===== config.mk =====
export PLATFORM = sky130hd
export DESIGN_NAME = acq_pulse_sequencer
export DESIGN_NICKNAME = d
export VERILOG_FILES = /design/src/rtl/acq_pulse_sequencer_pkg.sv /design/src/rtl/acq_timeout_cnt.sv /design/src/rtl/acq_pulse_sequencer.sv
export SDC_FILE = /design/constraint.sdc
export NUM_CORES = 1
export LEC_CHECK = 0
export CAP_MARGIN = 5
export CORE_ASPECT_RATIO = 1.2
export CORE_MARGIN = 2
export CORE_UTILIZATION = 48
export CTS_BUF_LIST = sky130_fd_sc_hd__clkbuf_16
export CTS_CLUSTER_SIZE = 28
export DETAILED_ROUTE_END_ITERATION = 6
export GPL_TIMING_DRIVEN = 0
export PLACE_DENSITY = 0.86
export REMOVE_ABC_BUFFERS = 1
export SKIP_LAST_GASP = 1
export SYNTH_ARGS = -nofsm -noshare
export SYNTH_HDL_FRONTEND = slang
export SYNTH_SLANG_ARGS = --single-unit

===== constraint.sdc =====
create_clock -name clk_i -period 2.81 [get_ports clk_i]
set_clock_uncertainty 0.15 [all_clocks]
set_input_delay 0.562 -clock clk_i [delete_from_list [all_inputs] [get_ports clk_i]]
set_output_delay 0.562 -clock clk_i [all_outputs]
set_load 0.02 [all_outputs]

===== src/rtl/acq_pulse_sequencer_pkg.sv =====
// Shared types and constants for the acquisition pulse sequencer.
package acq_pulse_sequencer_pkg;

  localparam int unsigned CMD_W         = 16;
  localparam int unsigned FAULT_W       = 2;
  localparam int unsigned CMD_START_BIT = 0;
  localparam int unsigned CMD_ABORT_BIT = 1;
  localparam int unsigned FAULT_TMO     = 0;
  localparam int unsigned FAULT_TRIG    = 1;

  typedef enum logic [2:0] {
    IDLE,
    ARM,
    ISSUE,
    WAIT,
    PULSE_END
  } seq_state_e;

endpackage


===== src/rtl/acq_timeout_cnt.sv =====
// Watchdog counter: expire_c fires on the LIMIT-th consecutive enabled cycle since clear.
module acq_timeout_cnt #(
  parameter int unsigned LIMIT = 8192
) (
  input  logic clk_i,
  input  logic rst_i,
  input  logic clear,
  input  logic en,
  output logic expire_c
);

  localparam int unsigned W = (LIMIT > 2) ? $clog2(LIMIT) : 1;

  logic [W-1:0] cnt;

  assign expire_c = en && (cnt == W'(LIMIT - 1));

  always_ff @(posedge clk_i or posedge rst_i) begin
    if (rst_i) begin
      cnt <= '0;
    end else if (clear) begin
      cnt <= '0;
    end else if (en && !expire_c) begin
      cnt <= cnt + W'(1);
    end
  end

endmodule


===== src/rtl/acq_pulse_sequencer.sv =====
// Acquisition controller: arms the trigger, issues one range-bin start per gate per pulse,
// and closes the accumulation group after the configured number of pulses.
module acq_pulse_sequencer
  import acq_pulse_sequencer_pkg::*;
#(
  parameter int unsigned CNT_W      = 16,
  parameter int unsigned RB_TIMEOUT = 8192,
  parameter int unsigned CMD_START  = CMD_START_BIT,
  parameter int unsigned CMD_ABORT  = CMD_ABORT_BIT
) (
  input  logic               clk_i,
  input  logic               rst_i,
  input  logic [CMD_W-1:0]   cmd_i,
  input  logic [CNT_W-1:0]   n_range_bins_i,
  input  logic [CNT_W-1:0]   n_acc_pulses_i,
  input  logic               trig_ready_i,
  input  logic               trig_start_i,
  input  logic               rb_done_i,
  output logic               capture_en_o,
  output logic               trig_arm_o,
  output logic               rb_start_o,
  output logic [CNT_W-1:0]   rb_index_o,
  output logic [CNT_W-1:0]   pulse_count_o,
  output logic               is_first_pls_o,
  output logic               group_done_o,
  output logic [FAULT_W-1:0] fault_o
);

  seq_state_e       state;
  logic             start_q;
  logic [CNT_W-1:0] nbins_q;
  logic [CNT_W-1:0] npulses_q;

  logic abort_c;
  logic start_edge_c;
  logic last_bin_c;
  logic last_pulse_c;
  logic trig_busy_c;
  logic tmo_clear_c;
  logic tmo_en_c;
  logic tmo_expire_c;
  logic cmd_unused_c;

  assign abort_c      = cmd_i[CMD_ABORT];
  assign start_edge_c = cmd_i[CMD_START] && !start_q && !abort_c;
  assign last_bin_c   = (rb_index_o == nbins_q - CNT_W'(1));
  assign last_pulse_c = ((pulse_count_o + CNT_W'(1)) == npulses_q);
  assign trig_busy_c  = trig_start_i && (state == ISSUE || state == WAIT || state == PULSE_END);
  assign cmd_unused_c = ^cmd_i;

  // Watchdog runs only while a bin is outstanding; any other state rearms it.
  assign tmo_clear_c = (state != WAIT);
  assign tmo_en_c    = (state == WAIT) && !rb_done_i && !abort_c;

  acq_timeout_cnt #(
    .LIMIT(RB_TIMEOUT)
  ) u_timeout (
    .clk_i   (clk_i),
    .rst_i   (rst_i),
    .clear   (tmo_clear_c),
    .en      (tmo_en_c),
    .expire_c(tmo_expire_c)
  );

  always_ff @(posedge clk_i or posedge rst_i) begin
    if (rst_i) begin
      state          <= IDLE;
      start_q        <= 1'b0;
      nbins_q        <= '0;
      npulses_q      <= '0;
      capture_en_o   <= 1'b0;
      trig_arm_o     <= 1'b0;
      rb_start_o     <= 1'b0;
      rb_index_o     <= '0;
      pulse_count_o  <= '0;
      is_first_pls_o <= 1'b0;
      group_done_o   <= 1'b0;
      fault_o        <= '0;
    end else begin
      start_q      <= cmd_i[CMD_START];
      rb_start_o   <= 1'b0;
      group_done_o <= 1'b0;

      // A trigger while a pulse is in flight is dropped but remembered.
      if (trig_busy_c && !abort_c) begin
        fault_o[FAULT_TRIG] <= 1'b1;
      end

      if (state != IDLE && abort_c) begin
        state          <= IDLE;
        capture_en_o   <= 1'b0;
        trig_arm_o     <= 1'b0;
        is_first_pls_o <= 1'b0;
      end else begin
        case (state)
          IDLE: begin
            if (start_edge_c) begin
              state          <= ARM;
              capture_en_o   <= 1'b1;
              trig_arm_o     <= 1'b1;
              is_first_pls_o <= 1'b1;
              fault_o        <= '0;
              pulse_count_o  <= '0;
              rb_index_o     <= '0;
              nbins_q        <= (n_range_bins_i == '0) ? CNT_W'(1) : n_range_bins_i;
              npulses_q      <= (n_acc_pulses_i == '0) ? CNT_W'(1) : n_acc_pulses_i;
            end
          end
          ARM: begin
            if (trig_start_i && trig_ready_i) begin
              state      <= ISSUE;
              trig_arm_o <= 1'b0;
              rb_start_o <= 1'b1;
              rb_index_o <= '0;
            end
          end
          ISSUE: begin
            state <= WAIT;
          end
          WAIT: begin
            if (rb_done_i) begin
              if (last_bin_c) begin
                state <= PULSE_END;
              end else begin
                state      <= ISSUE;
                rb_start_o <= 1'b1;
                rb_index_o <= rb_index_o + CNT_W'(1);
              end
            end else if (tmo_expire_c) begin
              state              <= IDLE;
              fault_o[FAULT_TMO] <= 1'b1;
              capture_en_o       <= 1'b0;
              is_first_pls_o     <= 1'b0;
            end
          end
          PULSE_END: begin
            pulse_count_o  <= pulse_count_o + CNT_W'(1);
            is_first_pls_o <= 1'b0;
            if (last_pulse_c) begin
              state        <= IDLE;
              group_done_o <= 1'b1;
              capture_en_o <= 1'b0;
            end else begin
              state      <= ARM;
              trig_arm_o <= 1'b1;
            end
          end
          default: begin
            state <= IDLE;
          end
        endcase
      end
    end
  end

endmodule


==> results.md <==
* Slew HR at 0.562
* Hold Fails Final Rpt at 0
* Most frequent cells in the layout: dfrtp_1 (82), clkdlybuf4s50_1 (76), nor2_1 (61), nand2_1 (41), mux2_2 (32)
* M3 GR Usage at 0.0396
* Worst-Margin Slew at 0.657 ns
* Tcrit/Tclk final at 1.07
* Slowest CP cell: or4b_4
* Worst path required time at 2.92 ns
* Fin nets at 707
* Die X at 99.3 µm
* Area share of fa/ha/maj cells after synthesis at 0.00956
* CP Launch Type: flip-flop
* EDFF count, synth at 0
* Yosys warning count at 0
* FF+latch area at 0.00221 mm²
* Violated checks: setup timing
* Most common cell after layout, fill and taps aside: dfrtp_1
* Max-cap viol count at 0
* Initial DRC Count at 378
* GRT Overall Usage at 0.255
* Remaining DRCs at 0
* Pwr dens at 765 mW/mm²
* Core region area at 0.0106 mm²
* Final setup viols at 18
* Cell taking the most area after synthesis: dfrtp_1
* Register-to-register setup slack at -0.18 ns
* Vias at 4882
* Hold_buf cts at 0
* Grt peak-use layer: met2
* Top cell by count, worst path: o2111ai_4
* Share of the synthesized area in the top cell type at 0.421
* Met2 global-route usage at 0.450
* Dominant cells by area after synthesis: dfrtp_1 (42%), mux2_2 (7.1%), xnor2_1 (5.0%), xor2_1 (4.7%), nor2_1 (4.5%)
* Post-Synth Simple-Gate Area at 0.212
* Arrival time worst endpoint at 3.11 ns
* Pin count of the biggest net entering global routing at 73
* Final worst slack at -0.183 ns
* Area delta synth->final at 34.7%
* RSZ-0062 raised after global routing: yes
* Unique cell type count in the Yosys netlist at 62
* Die H at 118 µm
* VDD IR max at 0.000462 V
* Clock buffer depth at 2
* Pre-CTS setup slack at -0.919 ns
* Antenna Cells at 0
* XOR/XNOR Fraction of Synth Area at 0.101
* CP endpoint kind: flip-flop
* Routing usage on met1 at 0.299
* Drt pass-1 iters at 5
* Cells along the critical path: inv_2, ha_4, or4b_4, o21a_1, o2111ai_4, a2111oi_4, buf_4, o2111ai_4, nor2_2, or4_1, a21oi_1
* HP Class: reg2reg
* Largest family of logic cells by synthesized area: simple AND/OR/NAND/NOR gates
* Finished Cell Area at 0.00705 mm²
* Worst skew pair latency at 0.34 ns
* Synth Flop Type: dfrtp_1
* Synthesized cell area at 0.00524 mm²
* Share of the core filled with cells at 0.667
* DR WL/cell at 19.3 µm
* Avg Cell Area, Syn at 9.45 µm²
* Via/cell ratio at 6.23
* ANT nets after route at 0
* Clk slew on worst S/H paths at 0.06 ns
* CTS H-tree lvls at 3
* Fillers at 750
* TritonCTS clock tree: built
* Async SR Flop Fraction at 1.00
* Worst-path maximum fanout at 6
* Fmax at 334 MHz
* First-pass GRT wire length at 24.4 mm
* Compound-Gate Fraction of Synth Area at 0.138
* Input/output buffers at 77
* Root Driver: clkbuf_16
* Sequential share of the synthesized area at 0.421
* Post-Place Cell Area at 0.00608 mm²
* Crit Path Category: reg2reg
* Seq cells post-synth at 88
* Area of the multi-input gates at 0.00322 mm²
* Cell count after synthesis at 554
* Final WL at 15.1 mm
* Num CTS Buffers at 9
* Leakage at 2.84 nW
* Initial Util at 0.495
* Num ports at 92
* Overflow after GRT at 0
* Die area at 0.0118 mm²
* Outcome: finished, violations left
* Slowest Stage Delay on Critical Path at 0.52 ns
* Vias in the first global route at 5014
* Total power at 0.00539 W
* Share of post-route cells with drive strength above 1 at 0.217
* Row count at 41
* Mux contribution to synthesized area at 0.0827
* Final-report max-slew violation count at 0
* Minimum period implied by the final worst setup slack at 2.99 ns
* DP Wirelength at 9.36 mm
* Sink count of the clock tree at 88
* Antenna violations before repair at 0
* Global placer's final weighted congestion at 0.888
cell usage after synthesis, drive strengths merged, types with 2 or more instances:
cell type   n
o21ai      34
mux2       34
xnor2      30
a21o        4
nand3      20
a211oi      3
o211ai      2
a21oi      19
xor2       28
nor4       17
nor2b       5
ha          4
clkbuf     26
nand4b      2
and3       12
inv        13
nor3       11
and4b       2
a2111oi     2
a221oi      2
nor4b       3
o31a        2
and4        7
dfrtp      88
or2         4
nor2       63
a31oi       4
nand4      10
buf         5
nand2      43
or3         4
or4         2
nand2b      3
o2111ai     4
mux2i       5
o41ai       2
o31ai      12
a41oi       5
and2        3
area by class of cell:
| cell class | count | share of cell area |
|---|---|---|
| clock buffers | 9 | 0.0319 |
| clock inverters | 6 | 0.0108 |
| inverters | 13 | 0.00728 |
| multi-input cells | 425 | 0.457 |
| flip-flops and latches | 88 | 0.313 |
| well taps | 129 | 0.0229 |
| repair buffers | 113 | 0.156 |
state kept, by name (all words and copies together), names as in the netlist:
signal,cells
start_q,1
rb_index_o,16
group_done_o,1
state,3
capture_en_o,1
is_first_pls_o,1
u_timeout.cnt,13
fault_o,2
rb_start_o,1
trig_arm_o,1
npulses_q,16
pulse_count_o,16
nbins_q,16
repair_timing:
item	in CTS	in global routing
buffers inserted	22	12
resized for setup	41	30
cloned	3	0
setup endpoints to repair	35	52
pin swaps	15	16
routing by layer:
layer | vias to the layer above | routed length [µm]
met1 | 2401 | 5780
met3 | 60 | 748
met2 | 225 | 7950
met4 | 0 | 641
li1 | 2196 | -
met5 | - | 0
path summary, 6_finish.rpt:
path / startpoint / to / cells after the start
hold reg to reg: fault_o[0] / fault_o[0] / 1
min in group asynchronous: rst_i / nbins_q[8] / 2
hold / removal: fault_o[0] / fault_o[0] / 1
setup / recovery: nbins_q[1] / rb_index_o[12] / 11
max in group asynchronous: rst_i / start_q / 3
setup reg to reg: nbins_q[1] / rb_index_o[12] / 11
worst max-delay path, delay by kind of cell (launching register included):
family / cells / cell delay [ns]
and+or+nand+nor: 3 / 1.09
AOI/OAI and AO/OA: 5 / 0.86
DFF: 1 / 0.41
buffers and inverters: 2 / 0.26
adders and majority gates: 1 / 0.16
report_power, final:
part,internal (W),switching [W]
Sequential,0.00155,0.000370
Combinational,0.00105,0.00116
Clock,0.000764,0.000495
Total,0.00337,0.00203
cells by family (layout without fill, tap and decap cells):
| logic type | count (synthesis) | count (layout) |
|---|---|---|
| compound gates | 105 | 108 |
| buf+inv | 44 | 141 |
| simple gates | 215 | 215 |
| mux | 39 | 39 |
| flops | 88 | 88 |
| fa+ha+maj | 4 | 4 |
| xor+xnor | 59 | 59 |
per-stage QoR:
step / std cells / setup TNS [ns] / hold slack [ns]
5_1_grt: 783 / -3.67 / 0.348
4_1_cts: 771 / -0.468 / 0.344
6_report: 783 / -1.54 / 0.343
3_3_place_gp: 729 / -160.51 / 0.325
2_1_floorplan: 523 / -19.49 / 0.306
3_5_place_dp: 731 / -26.16 / 0.331
No activity file was read; power rests on OpenSTA's default activity.
